<file path="src/rtl/mips_pkg.sv">
`default_nettype none
// ============================================================================
// Module      : mips_pkg
// Description : Shared types and constants for the MIPS fetch stage.
//               Holds the fetch FSM state encoding, the default reset PC,
//               the instruction field positions and a branch-offset helper.
// Revision    : 1.0 - initial release
// ============================================================================
package mips_pkg;

    typedef enum logic [0:0] {
        ST_FETCH = 1'b0,
        ST_HOLD  = 1'b1
    } fetch_state_t;

    localparam logic [31:0] RESET_PC_DEFAULT = 32'h0000_0000;

    // Instruction field positions
    localparam int c_OPCODE_MSB   = 31;
    localparam int c_OPCODE_LSB   = 26;
    localparam int c_IMM16_MSB    = 15;
    localparam int c_IMM16_LSB    = 0;
    localparam int c_TARGET26_MSB = 25;
    localparam int c_TARGET26_LSB = 0;

    // Sign-extended immediate converted from a word offset to a byte offset.
    function automatic logic [31:0] branch_offset(input logic [15:0] imm);
        return {{14{imm[15]}}, imm, 2'b00};
    endfunction

endpackage
`default_nettype wire

</file>
<file path="src/rtl/fetch_unit_if.sv">
`default_nettype none
// ============================================================================
// Module      : fetch_unit_if
// Description : Instruction-memory read bus between the fetch stage and
//               instruction memory (req/ready handshake).
// Ports       : imem_req   - read request (fetch -> memory)
//               imem_addr  - word-aligned read address (fetch -> memory)
//               imem_ready - read data valid this cycle (memory -> fetch)
//               imem_rdata - instruction word (memory -> fetch)
// Revision    : 1.0 - initial release
// ============================================================================
interface fetch_unit_if;
    import mips_pkg::*;

    logic        imem_req;
    logic [31:0] imem_addr;
    logic        imem_ready;
    logic [31:0] imem_rdata;

    modport master (
        output imem_req,
        output imem_addr,
        input  imem_ready,
        input  imem_rdata
    );

    modport slave (
        input  imem_req,
        input  imem_addr,
        output imem_ready,
        output imem_rdata
    );

endinterface
`default_nettype wire

</file>
<file path="src/rtl/fetch_unit_pc_next.sv">
`default_nettype none
// ============================================================================
// Module      : pc_next
// Description : Combinational next-PC selection for the fetch stage.
//               Jump beats a taken branch; otherwise sequential PC+4.
// Ports       : pc_plus4  - current PC + 4
//               instr     - held instruction (imm16 / target26 source)
//               branch    - beq-style branch (taken on zero)
//               branch_ne - bne-style branch (taken on not zero)
//               jump      - unconditional jump
//               zero      - ALU zero flag
//               next_pc   - selected next PC, bits [1:0] forced to 0
// Revision    : 1.0 - initial release
// ============================================================================
module pc_next
    import mips_pkg::*;
(
    input  wire logic [31:0] pc_plus4,
    input  wire logic [31:0] instr,
    input  wire logic        branch,
    input  wire logic        branch_ne,
    input  wire logic        jump,
    input  wire logic        zero,
    output logic      [31:0] next_pc
);

    logic        w_taken;
    logic [31:0] w_target;

    // Opcode bits are not needed to form the address.
    wire w_unused = &{1'b0, instr[c_OPCODE_MSB:c_OPCODE_LSB]};

    assign w_taken = (branch & zero) | (branch_ne & ~zero);

    always_comb begin
        w_target = pc_plus4;
        if (jump) begin
            w_target = {pc_plus4[31:28], instr[c_TARGET26_MSB:c_TARGET26_LSB], 2'b00};
        end else if (w_taken) begin
            w_target = pc_plus4 + branch_offset(instr[c_IMM16_MSB:c_IMM16_LSB]);
        end
    end

    assign next_pc = {w_target[31:2], 2'b00};

endmodule
`default_nettype wire

</file>
<file path="src/rtl/fetch_unit.sv">
`default_nettype none
// ============================================================================
// Module      : fetch_unit
// Description : Instruction fetch stage. Owns the PC, reads instruction
//               memory over a req/ready handshake, holds the fetched word
//               for decode, and advances the PC on instr_accept using the
//               control unit's branch/jump decisions.
// Ports       : clk, reset          - clock, async active-high reset
//               imem (master)       - instruction memory read bus
//               instr, instr_valid  - held instruction and its valid flag
//               instr_accept        - core commits the held instruction
//               branch, branch_ne,
//               jump, zero          - next-PC controls (sampled on accept)
//               pc, pc_plus4        - current PC and PC+4
//               fetch_count         - committed-instruction counter
// Config      : FETCH_PERF_CNT_EN   - build the fetch_count register;
//                                     otherwise fetch_count is tied to 0.
// Revision    : 1.0 - initial release
// ============================================================================
module fetch_unit
    import mips_pkg::*;
#(
    parameter logic [31:0] RESET_PC = RESET_PC_DEFAULT
) (
    input  wire logic        clk,
    input  wire logic        reset,
    fetch_unit_if.master     imem,
    output logic      [31:0] instr,
    output logic             instr_valid,
    input  wire logic        instr_accept,
    input  wire logic        branch,
    input  wire logic        branch_ne,
    input  wire logic        jump,
    input  wire logic        zero,
    output logic      [31:0] pc,
    output logic      [31:0] pc_plus4,
    output logic      [31:0] fetch_count
);

    localparam logic [31:0] c_RESET_PC_ALIGNED = RESET_PC & ~32'h3;

    fetch_state_t state_q;
    logic [31:0]  pc_q;
    logic [31:0]  pc_d;
    logic [31:0]  instr_q;
    logic         valid_q;
    logic         req_q;
    logic         w_commit;

    assign pc_plus4 = pc_q + 32'd4;
    assign w_commit = valid_q & instr_accept;

    pc_next u_pc_next (
        .pc_plus4  (pc_plus4),
        .instr     (instr_q),
        .branch    (branch),
        .branch_ne (branch_ne),
        .jump      (jump),
        .zero      (zero),
        .next_pc   (pc_d)
    );

    // req_q is cleared by reset and raised on the first clock afterwards,
    // so a memory response left over from before reset is never taken.
    always_ff @(posedge clk or posedge reset) begin
        if (reset) begin
            state_q <= ST_FETCH;
            pc_q    <= c_RESET_PC_ALIGNED;
            instr_q <= '0;
            valid_q <= 1'b0;
            req_q   <= 1'b0;
        end else begin
            case (state_q)
                ST_FETCH: begin
                    if (!req_q) begin
                        req_q <= 1'b1;
                    end else if (imem.imem_ready) begin
                        instr_q <= imem.imem_rdata;
                        valid_q <= 1'b1;
                        req_q   <= 1'b0;
                        state_q <= ST_HOLD;
                    end
                end
                ST_HOLD: begin
                    if (instr_accept) begin
                        pc_q    <= pc_d;
                        valid_q <= 1'b0;
                        req_q   <= 1'b1;
                        state_q <= ST_FETCH;
                    end
                end
                default: begin
                    state_q <= ST_FETCH;
                end
            endcase
        end
    end

`ifdef FETCH_PERF_CNT_EN
    logic [31:0] count_q;

    always_ff @(posedge clk or posedge reset) begin
        if (reset) begin
            count_q <= '0;
        end else if (w_commit) begin
            count_q <= count_q + 32'd1;
        end
    end

    assign fetch_count = count_q;
`else
    wire w_unused_commit = w_commit;
    assign fetch_count = '0;
`endif

    assign imem.imem_req  = req_q;
    assign imem.imem_addr = pc_q;
    assign instr          = instr_q;
    assign instr_valid    = valid_q;
    assign pc             = pc_q;

endmodule
`default_nettype wire

</file>
<file path="src/flat_wrapper.sv">
// flat-port wrapper written by rule: the top's interface ports become plain ports
module fetch_unit_flat import mips_pkg::*;
#(
    parameter logic [31:0] RESET_PC = RESET_PC_DEFAULT
)
  (clk, reset, instr, instr_valid, instr_accept, branch, branch_ne, jump, zero, pc, pc_plus4, fetch_count, imem_imem_req, imem_imem_addr, imem_imem_ready, imem_imem_rdata);
  fetch_unit_if imem_i ();
  input  wire logic clk;
  input  wire logic reset;
  output logic      [31:0] instr;
  output logic instr_valid;
  input  wire logic instr_accept;
  input  wire logic branch;
  input  wire logic branch_ne;
  input  wire logic jump;
  input  wire logic zero;
  output logic      [31:0] pc;
  output logic      [31:0] pc_plus4;
  output logic      [31:0] fetch_count;
  output wire logic [$bits(imem_i.imem_req)-1:0] imem_imem_req;
  output wire logic [$bits(imem_i.imem_addr)-1:0] imem_imem_addr;
  input wire logic [$bits(imem_i.imem_ready)-1:0] imem_imem_ready;
  input wire logic [$bits(imem_i.imem_rdata)-1:0] imem_imem_rdata;
  assign imem_imem_req = imem_i.imem_req;
  assign imem_imem_addr = imem_i.imem_addr;
  assign imem_i.imem_ready = imem_imem_ready;
  assign imem_i.imem_rdata = imem_imem_rdata;
  fetch_unit #(.RESET_PC(RESET_PC)) u_core (.clk(clk), .reset(reset), .imem(imem_i), .instr(instr), .instr_valid(instr_valid), .instr_accept(instr_accept), .branch(branch), .branch_ne(branch_ne), .jump(jump), .zero(zero), .pc(pc), .pc_plus4(pc_plus4), .fetch_count(fetch_count));
endmodule
</file>
<file path="config.mk">
export PLATFORM = sky130hd
export DESIGN_NAME = fetch_unit_flat
export DESIGN_NICKNAME = d
export VERILOG_FILES = /design/src/rtl/mips_pkg.sv /design/src/rtl/fetch_unit_if.sv /design/src/rtl/fetch_unit_pc_next.sv /design/src/rtl/fetch_unit.sv /design/src/flat_wrapper.sv
export SDC_FILE = /design/constraint.sdc
export NUM_CORES = 1
export LEC_CHECK = 0
export CAP_MARGIN = 30
export CORE_MARGIN = 5
export CORE_UTILIZATION = 51
export CTS_BUF_LIST = sky130_fd_sc_hd__clkbuf_4 sky130_fd_sc_hd__clkbuf_8
export CTS_CLUSTER_SIZE = 20
export DETAILED_ROUTE_END_ITERATION = 7
export PLACE_DENSITY = 0.89
export SYNTH_ARGS = -nofsm -noshare
export SYNTH_HDL_FRONTEND = slang
export SYNTH_SLANG_ARGS = --single-unit
</file>
<file path="constraint.sdc">
create_clock -name clk -period 9.25 [get_ports clk]
set_input_delay 1.3875 -clock clk [delete_from_list [all_inputs] [get_ports clk]]
set_output_delay 1.3875 -clock clk [all_outputs]
set_load 0.02 [all_outputs]
</file>
==> results of run 1 <==
[critical path, cell delays in order (launching register included)]
cell	delay, ns
dfrtp_1	0.47
ha_1	0.25
nand3_2	0.10
nor2_1	0.18
and3_1	0.27
and3_1	0.35
nand4_2	0.21
nor2b_1	0.20
xor2_1	0.33
clkdlybuf4s50_1	0.68
[flip-flops by register name, indices dropped and copies added, names as in the netlist]
name                   count
u_core.state_q             1
u_core.imem.imem_addr     30
u_core.imem.imem_req       1
u_core.instr              32
u_core.instr_valid         1
[cell families after synthesis]
| logic type | count (synthesis) | share of synthesized area [%] |
|---|---|---|
| buffers and inverters | 108 | 11.78 |
| muxes | 38 | 7.452 |
| other | 1 | 0.06589 |
| adders and majority gates | 37 | 8.266 |
| DFF | 65 | 28.58 |
| and+or+nand+nor | 189 | 16.73 |
| xor gates and xnor gates | 50 | 8.156 |
| AOI/OAI and AO/OA | 163 | 18.97 |
[worst min-delay path by stage]
stage	startpoint	to
floorplan	u_core.state_q	u_core.state_q
global placement	u_core.instr_valid	u_core.instr_valid
detailed placement	u_core.instr_valid	u_core.instr_valid
CTS	u_core.instr_valid	u_core.instr_valid
global route	u_core.instr[30]	u_core.instr[30]
finish	u_core.instr_valid	u_core.instr_valid
[Yosys cell counts (2+ instances only)]
master,number
mux2i_1,3
a21o_1,12
a211oi_1,8
buf_2,3
o21ai_1,4
o211ai_1,6
and3_1,13
nor2_1,41
nand3_2,3
buf_4,69
o22ai_1,3
a22oi_1,5
and4_1,3
or3_1,5
o21a_1,2
nor2b_1,5
o31ai_1,5
nor4_1,2
clkbuf_2,2
xnor2_1,30
nand2_1,61
mux2_2,35
clkbuf_1,23
inv_1,11
nand2b_1,2
a31oi_1,5
o21ai_0,43
and2_1,4
o21bai_1,6
a311oi_1,2
nor3_1,6
xor2_1,18
nand4_1,7
a21oi_1,44
dfrtp_1,65
nand3_1,25
ha_1,36
[report_power, final]
| group | switching [W] | internal, W |
|---|---|---|
| clock | 0.000122 | 0.000124 |
| combinational | 0.00140 | 0.00113 |
| sequential | 0.000218 | 0.000422 |
| total | 0.00174 | 0.00167 |
[metal layers]
metal / track usage (%) / vias to the layer above / wire length [um] / part of all wire [%]
met1: 35.67 / 2528 / 7365 / 41
met3: 6.684 / 36 / 1714 / 9.6
li1: - / 2455 / - / -
met2: 41.17 / 283 / 8316 / 47
met5: 0 / - / 0 / 0
met4: 8.817 / 0 / 386 / 2.2
[per-stage QoR]
step | total power (W) | hold slack (ns) | util (%) | instance area [um^2]
after floorplan | 0.002316 | 0.5579 | - | 5831
after detailed placement | 0.003122 | 0.4672 | 64.79 | 7054
after global placement | 0.003078 | 0.4606 | 64.79 | 7054
final | 0.003408 | 0.4858 | 66.58 | 7249
after global routing | 0.003640 | 0.5245 | 66.58 | 7249
after CTS | 0.003388 | 0.4846 | 66.58 | 7249
[layout make-up]
type	instances	area (um^2)	area share, %
clock buffer	9	123.9	1.709
clock inverter	7	71.32	0.9838
inverter	11	41.29	0.5696
multi-input combinational	515	3542	48.86
sequential	65	1627	22.44
tap	140	175.2	2.416
timing repair buffer	168	1669	23.02
==> impl_metrics.ini, run 1 <==
[run_status]
outcome = finished clean

[timing]
clock_skew_ns = 0.01128
hold_viol_final = 0
fin_ws_ns = 4.449
max_freq_mhz = 208.3
grt_setup_unrepaired = false
period_share_pct = 51.90
fin_tns_setup_ns = 0
final.min_clock_period_ns = 4.801
setup_viol = 0
drv_slew = 0
relSlewSlack_pct = 41.23
tightest_slew_ns = 0.8815

[critical_path]
rr_startpoint = u_core.imem.imem_addr[2]
setup.worst_path.end = pc_plus4[30]
reg2reg_to = u_core.imem.imem_addr[27]
cp_max_fo = 7
critPathArrivalTime_ns = 3.41
required_ns = 7.86
rr_worst_depth = 16
cp-startpoint = u_core.imem.imem_addr[2]
rrSetupSlack_ns = 4.98
startpoint_type = flip-flop
criticalPathCategory = reg2out
cp-end-kind = output pin

[clock_tree]
h-tree-depth = 3
clkTransAtPathRegs_ns = 0.07
cts.path.max_buffers = 2
clockRootBuffer = clkbuf_8
cts_buffers = 9
cts_setup_buffers = 0
cts.sinks = 65
cts-resized-gates = 0
cts_tree = yes
clk_latency_ns = 0.35
holdBufCountCts = 0

[logic_synthesis]
synth_edf_count = 0
syn_area_per_cell_um2 = 8.743
yosys.area.top_type_share_pct = 28.58
syn_area_um2 = 5692
synth_cell_types = 71
synth_cells = 651
ys_async_sr_fraction_pct = 100.0
yosysTopAreaCell = dfrtp_1
ys.flop_type = dfrtp_1
ys_seq_elements = 65
seq_area_frac_synth_pct = 28.58
synth_warnings = 0
synthTopCellsByArea = dfrtp_1 29%, buf_4 9.1%, ha_1 7.9%, mux2_2 6.9%, xnor2_1 4.6%

[global_routing]
grt_usage_pct = 26.28
grt-ovfl-total = 0
grt_max_degree = 66
grt_pass1_vias = 5268
antenna_found_initial = 0
grt_pass1_wl_um = 27710

[pwr]
ir_drop_uv = 224.6
power_density_nw_per_um2 = 470.1
power.leakage_nw = 3.103

[worst_hold_path]
hold_path_class = reg2reg
hold_depth = 2

[route]
wl_um = 17780
vias = 5302
first_iter_violations = 391
wl_per_cell_um = 19.43
drc = 0
antenna_left = 0
dr.pass1.iters = 6
vias_per_cell = 5.795

[place]
dp_slack_ns = 4.933
gp_congestion = 0.9290
hpwlAfterDp_um = 13350
post-place-cells = 899
io_buffer_count = 163

[run]
maxCapViolations = 0

[floorplan]
core_um2 = 10890
initial_core_util_pct = 52.28
pin_count = 202
rows = 38
die_area_um2 = 13370
die_y_um = 115.6
die_x_um = 115.6

[cells_and_area]
fill_cells = 854
syn_to_final_growth_pct = 27.37
layout.cells.non_filler = 915
layout_commonest_cell = clkdlybuf4s50_1
fin_nets = 847
drive_gt1_share_pct = 10.84
final_cell_mix = 163 x clkdlybuf4s50_1, 65 x dfrtp_1, 61 x nand2_1, 44 x a21oi_1, 43 x o21ai_0
num_antenna_cells = 0
(Power assumes the default switching activity.)
==> run 2, diff against run 1 <==
--- a/config.mk
+++ b/config.mk
@@ -7,11 +7,11 @@
 export LEC_CHECK = 0
 export CAP_MARGIN = 30
 export CORE_MARGIN = 5
-export CORE_UTILIZATION = 51
+export CORE_UTILIZATION = 47
 export CTS_BUF_LIST = sky130_fd_sc_hd__clkbuf_4 sky130_fd_sc_hd__clkbuf_8
 export CTS_CLUSTER_SIZE = 20
 export DETAILED_ROUTE_END_ITERATION = 7
-export PLACE_DENSITY = 0.89
+export PLACE_DENSITY = 0.83
 export SYNTH_ARGS = -nofsm -noshare
 export SYNTH_HDL_FRONTEND = slang
 export SYNTH_SLANG_ARGS = --single-unit
==> constraint.sdc (replaced) <==
create_clock -name clk -period 4.9 [get_ports clk]
set_input_delay 0.735 -clock clk [delete_from_list [all_inputs] [get_ports clk]]
set_output_delay 0.735 -clock clk [all_outputs]
set_load 0.02 [all_outputs]
==> impl_metrics.ini, run 2 (synthesized netlist as in run 1, its figures left out) <==
[route]
wl_um = 17820
dr.pass1.iters = 5
drc = 0
vias = 5249
first_iter_violations = 359
vias_per_cell = 5.675
wl_per_cell_um = 19.26
antenna_left = 0

[clock_tree]
cts_buffers = 9
cts_tree = yes
cts_setup_buffers = 0
clockRootBuffer = clkbuf_8
cts.path.max_buffers = 2
clk_latency_ns = 0.36
cts.sinks = 65
clkTransAtPathRegs_ns = 0.09
cts-resized-gates = 0
holdBufCountCts = 0
h-tree-depth = 3

[cells_and_area]
layout_commonest_cell = clkdlybuf4s50_1
syn_to_final_growth_pct = 28.07
largest_reg_flops = 32
num_antenna_cells = 0
utilization_pct = 60.94
fill_cells = 1024
fin_nets = 850
final_cell_mix = 163 x clkdlybuf4s50_1, 65 x dfrtp_1, 61 x nand2_1, 44 x a21oi_1, 43 x o21ai_0
drive_gt1_share_pct = 11.18

[global_routing]
grt-ovfl-total = 0
grt_usage_pct = 24.54
grt_pass1_vias = 5221
grt_max_degree = 48
grt_pass1_wl_um = 28460
antenna_found_initial = 0

[timing]
relSlewSlack_pct = 38.95
clock_skew_ns = 0.01799
fin_tns_setup_ns = 0
grt_setup_unrepaired = false
tightest_slew_ns = 0.8980
drv_slew = 0
period_share_pct = 86.39
final.min_clock_period_ns = 4.233
hold_viol_final = 0
setup_viol = 0
fin_ws_ns = 0.6667
max_freq_mhz = 236.2

[critical_path]
cp-startpoint = u_core.imem.imem_addr[2]
cp_slowest_cell = dfrtp_1
rr_worst_depth = 16
path_cells = ha_1, nand3_2, nor2_1, and3_1, and3_1, nand3_1, xnor2_1, ha_1, a21oi_1, o21ai_0, or2_0, a2111o_1, a311oi_2, xnor2_1, nand2_1, a31oi_1
rr_startpoint = u_core.imem.imem_addr[2]
cp_slowest_stage_delay_ns = 0.47
required_ns = 5.18
criticalPathCategory = reg2reg
rrSetupSlack_ns = 0.67
cp-end-kind = flip-flop
cp_max_fo = 7
critPathArrivalTime_ns = 4.52
crit_buf_inv = 0
cpLargestDelayFamily = simple AND/OR/NAND/NOR gates
reg2reg_to = u_core.imem.imem_addr[27]
startpoint_type = flip-flop
path_depth = 16

[pwr]
power_density_nw_per_um2 = 892.6
power.leakage_nw = 3.133
ir_drop_uv = 471.7

[place]
gp_congestion = 0.9033
dp_slack_ns = 0.7356
hpwlAfterDp_um = 13610
io_buffer_count = 163

[floorplan]
core_um2 = 11960
rows = 40
initial_core_util_pct = 47.58
die_area_um2 = 14410
die_x_um = 120.0
pin_count = 202
die_y_um = 120.0

[worst_hold_path]
hold_depth = 2
min_to = u_core.instr_valid
hold_path_class = reg2reg
hp-start = u_core.instr_valid

[run]
maxCapViolations = 0

[run_status]
outcome = finished clean
-- run 2: cell types whose count changed in the layout (fill, tap and decap cells not counted), sizes merged --
cell      delta
clkbuf       +1
buf          +3
inv          +1
clkinvlp     -3
clkinv       +1
-- run 2: worst min-delay path, delay by kind of cell, from the launching register on --
family	cells	cell delay (ns)
flops	1	0.36
simple gates	2	0.10
-- run 2: layout make-up --
class | instances | area (um^2) | share of cell area, %
clock buffers | 10 | 137.6 | 1.888
clock inverters | 6 | 66.31 | 0.9097
inverters | 11 | 41.29 | 0.5664
multi-input cells | 515 | 3542 | 48.59
flip-flops and latches | 65 | 1627 | 22.31
well taps | 147 | 183.9 | 2.523
repair buffers | 171 | 1692 | 23.21
-- run 2: metal layers --
layer  GRT usage, %  part of all wire (%)  vias up
li1               -                     -     2458
met1          32.85                    42     2506
met2          39.16                    47      252
met3          5.325                   8.2       33
met4          8.518                   2.4        0
met5              0                     0        -
-- run 2: worst max-delay path by stage --
stage	end	slack, ns
after floorplan	u_core.imem.imem_addr[27]	0.87
after global placement	u_core.imem.imem_addr[26]	0.92
after detailed placement	u_core.imem.imem_addr[27]	0.74
after CTS	u_core.imem.imem_addr[27]	0.70
after global routing	u_core.imem.imem_addr[27]	0.32
final	u_core.imem.imem_addr[27]	0.67
-- run 2: power breakdown --
part           total (W)  internal (W)  switching [W]
clock           0.000481      0.000251       0.000230
combinational    0.00482       0.00214        0.00268
sequential       0.00120      0.000797       0.000406
total            0.00651       0.00319        0.00332
-- run 2: per-stage QoR --
step | hold slack (ns) | std cells | instance area, um^2 | total power (W)
detailed placement | 0.4707 | 909 | 7086 | 0.005959
global placement | 0.4616 | 909 | 7086 | 0.005915
floorplan | 0.5579 | 688 | 5831 | 0.004373
CTS | 0.4964 | 925 | 7289 | 0.006483
finish | 0.4968 | 925 | 7289 | 0.006506
global route | 0.5353 | 925 | 7289 | 0.006956
==> run 3, diff against run 2 <==
==> constraint.sdc (replaced) <==
create_clock -name clk -period 4.7 [get_ports clk]
set_input_delay 0.705 -clock clk [delete_from_list [all_inputs] [get_ports clk]]
set_output_delay 0.705 -clock clk [all_outputs]
set_load 0.02 [all_outputs]
==> impl_metrics.ini, run 3 (synthesized netlist as in run 1, its figures left out) <==
[clock_tree]
cts_tree = yes
cts-resized-gates = 0
clk_latency_ns = 0.36
cts.sinks = 65
cts.path.max_buffers = 2
h-tree-depth = 3
clockRootBuffer = clkbuf_8
clkTransAtPathRegs_ns = 0.08
cts_buffers = 9
cts_setup_buffers = 0
holdBufCountCts = 0

[global_routing]
grt-ovfl-total = 0
grt_pass1_vias = 5278
grt_max_degree = 36
antenna_found_initial = 0
grt_usage_pct = 24.07
grt_pass1_wl_um = 27810

[cells_and_area]
layout_commonest_cell = clkdlybuf4s50_1
seq_area_um2 = 1627
fill_cells = 1024
largest_reg_flops = 32
syn_to_final_growth_pct = 27.96
drive_gt1_share_pct = 11.07
multiInputGateArea_um2 = 3542
fin_nets = 849
num_antenna_cells = 0
final_cell_mix = 163 x clkdlybuf4s50_1, 65 x dfrtp_1, 61 x nand2_1, 44 x a21oi_1, 43 x o21ai_0
layout.cells.non_filler = 924

[timing]
max_freq_mhz = 235.3
tightest_slew_ns = 0.9091
fin_ws_ns = 0.4500
relSlewSlack_pct = 39.32
setup_viol = 0
grt_setup_unrepaired = false
clock_skew_ns = 0.01093
fin_tns_setup_ns = 0
final.min_clock_period_ns = 4.250
hold_viol_final = 0
period_share_pct = 90.42
drv_slew = 0
whs_ns = 0.4905

[floorplan]
die_area_um2 = 14410
pin_count = 202
rows = 40
die_y_um = 120.0
initial_core_util_pct = 47.58
core_um2 = 11960
die_x_um = 120.0

[route]
wl_um = 17670
drc = 0
route.met2.wl_um = 8315
drt-met1-wl_um = 7509
highest_layer = met4
vias_per_cell = 5.661
dr.pass1.iters = 5
met3WireLength_um = 1431
vias = 5231
first_iter_violations = 428
wl_per_cell_um = 19.12
antenna_left = 0

[pwr]
power_density_nw_per_um2 = 929.6
ir_drop_uv = 449.6
power.leakage_nw = 3.120

[place]
io_buffer_count = 163
dp_slack_ns = 0.5523
gp_congestion = 0.9337
post-place-cells = 908
hpwlAfterDp_um = 13550

[critical_path]
critPathArrivalTime_ns = 4.53
cp_max_fo = 7
criticalPathCategory = reg2reg
startpoint_type = flip-flop
required_ns = 4.98
cp-end-kind = flip-flop

[run_status]
outcome = finished clean

[run]
maxCapViolations = 0

[worst_hold_path]
hold_path_class = reg2reg
run 3: worst max-delay path, stage by stage, from the launching register on:
cell	delay, ns
dfrtp_1	0.46
ha_1	0.25
nand3_2	0.10
nor2_1	0.20
and3_1	0.29
and3_1	0.35
nand3_1	0.13
xnor2_1	0.32
ha_1	0.36
a21oi_1	0.23
o21ai_0	0.15
or2_0	0.23
a2111o_1	0.42
a311oi_2	0.28
xnor2_1	0.15
nand2_1	0.07
a31oi_1	0.18
run 3: power by group:
part	switching, W	internal (W)
clock network	0.000243	0.000260
registers	0.000430	0.000831
logic	0.00278	0.00223
run 3: routing by layer:
metal | up-vias | track usage [%]
met1 | 2494 | 31.69
met5 | - | 0
li1 | 2459 | -
met2 | 246 | 38.60
met4 | 0 | 9.162
met3 | 32 | 5.278
run 3: final cells by class:
cell class	instances	area share [%]
Multi-Input combinational cell	515	48.63
Timing Repair Buffer	170	23.12
Sequential cell	65	22.33
Tap cell	147	2.525
Clock buffer	10	1.890
Clock inverter	6	0.9277
Inverter	11	0.5669
run 3: per-stage QoR:
stage | utilization, % | area (um^2) | total power (W)
after CTS | 60.89 | 7283 | 0.006752
final | 60.89 | 7283 | 0.006770
after floorplan | - | 5831 | 0.004559
after global placement | 59.17 | 7078 | 0.006151
after global routing | 60.89 | 7283 | 0.007242
after detailed placement | 59.17 | 7078 | 0.006200
run 3: final timing paths:
kind | from | end | slack, ns | cells past startpoint
worst max-delay path | u_core.imem.imem_addr[2] | u_core.imem.imem_addr[27] | 0.45 | 16
worst min-delay path | u_core.instr_valid | u_core.instr_valid | 0.49 | 2
worst max register to register | u_core.imem.imem_addr[2] | u_core.imem.imem_addr[27] | 0.45 | 16
worst min register to register | u_core.instr_valid | u_core.instr_valid | 0.49 | 2
max in group asynchronous | reset | u_core.imem.imem_req | 3.02 | 3
min in group asynchronous | reset | u_core.instr[4] | 0.77 | 2
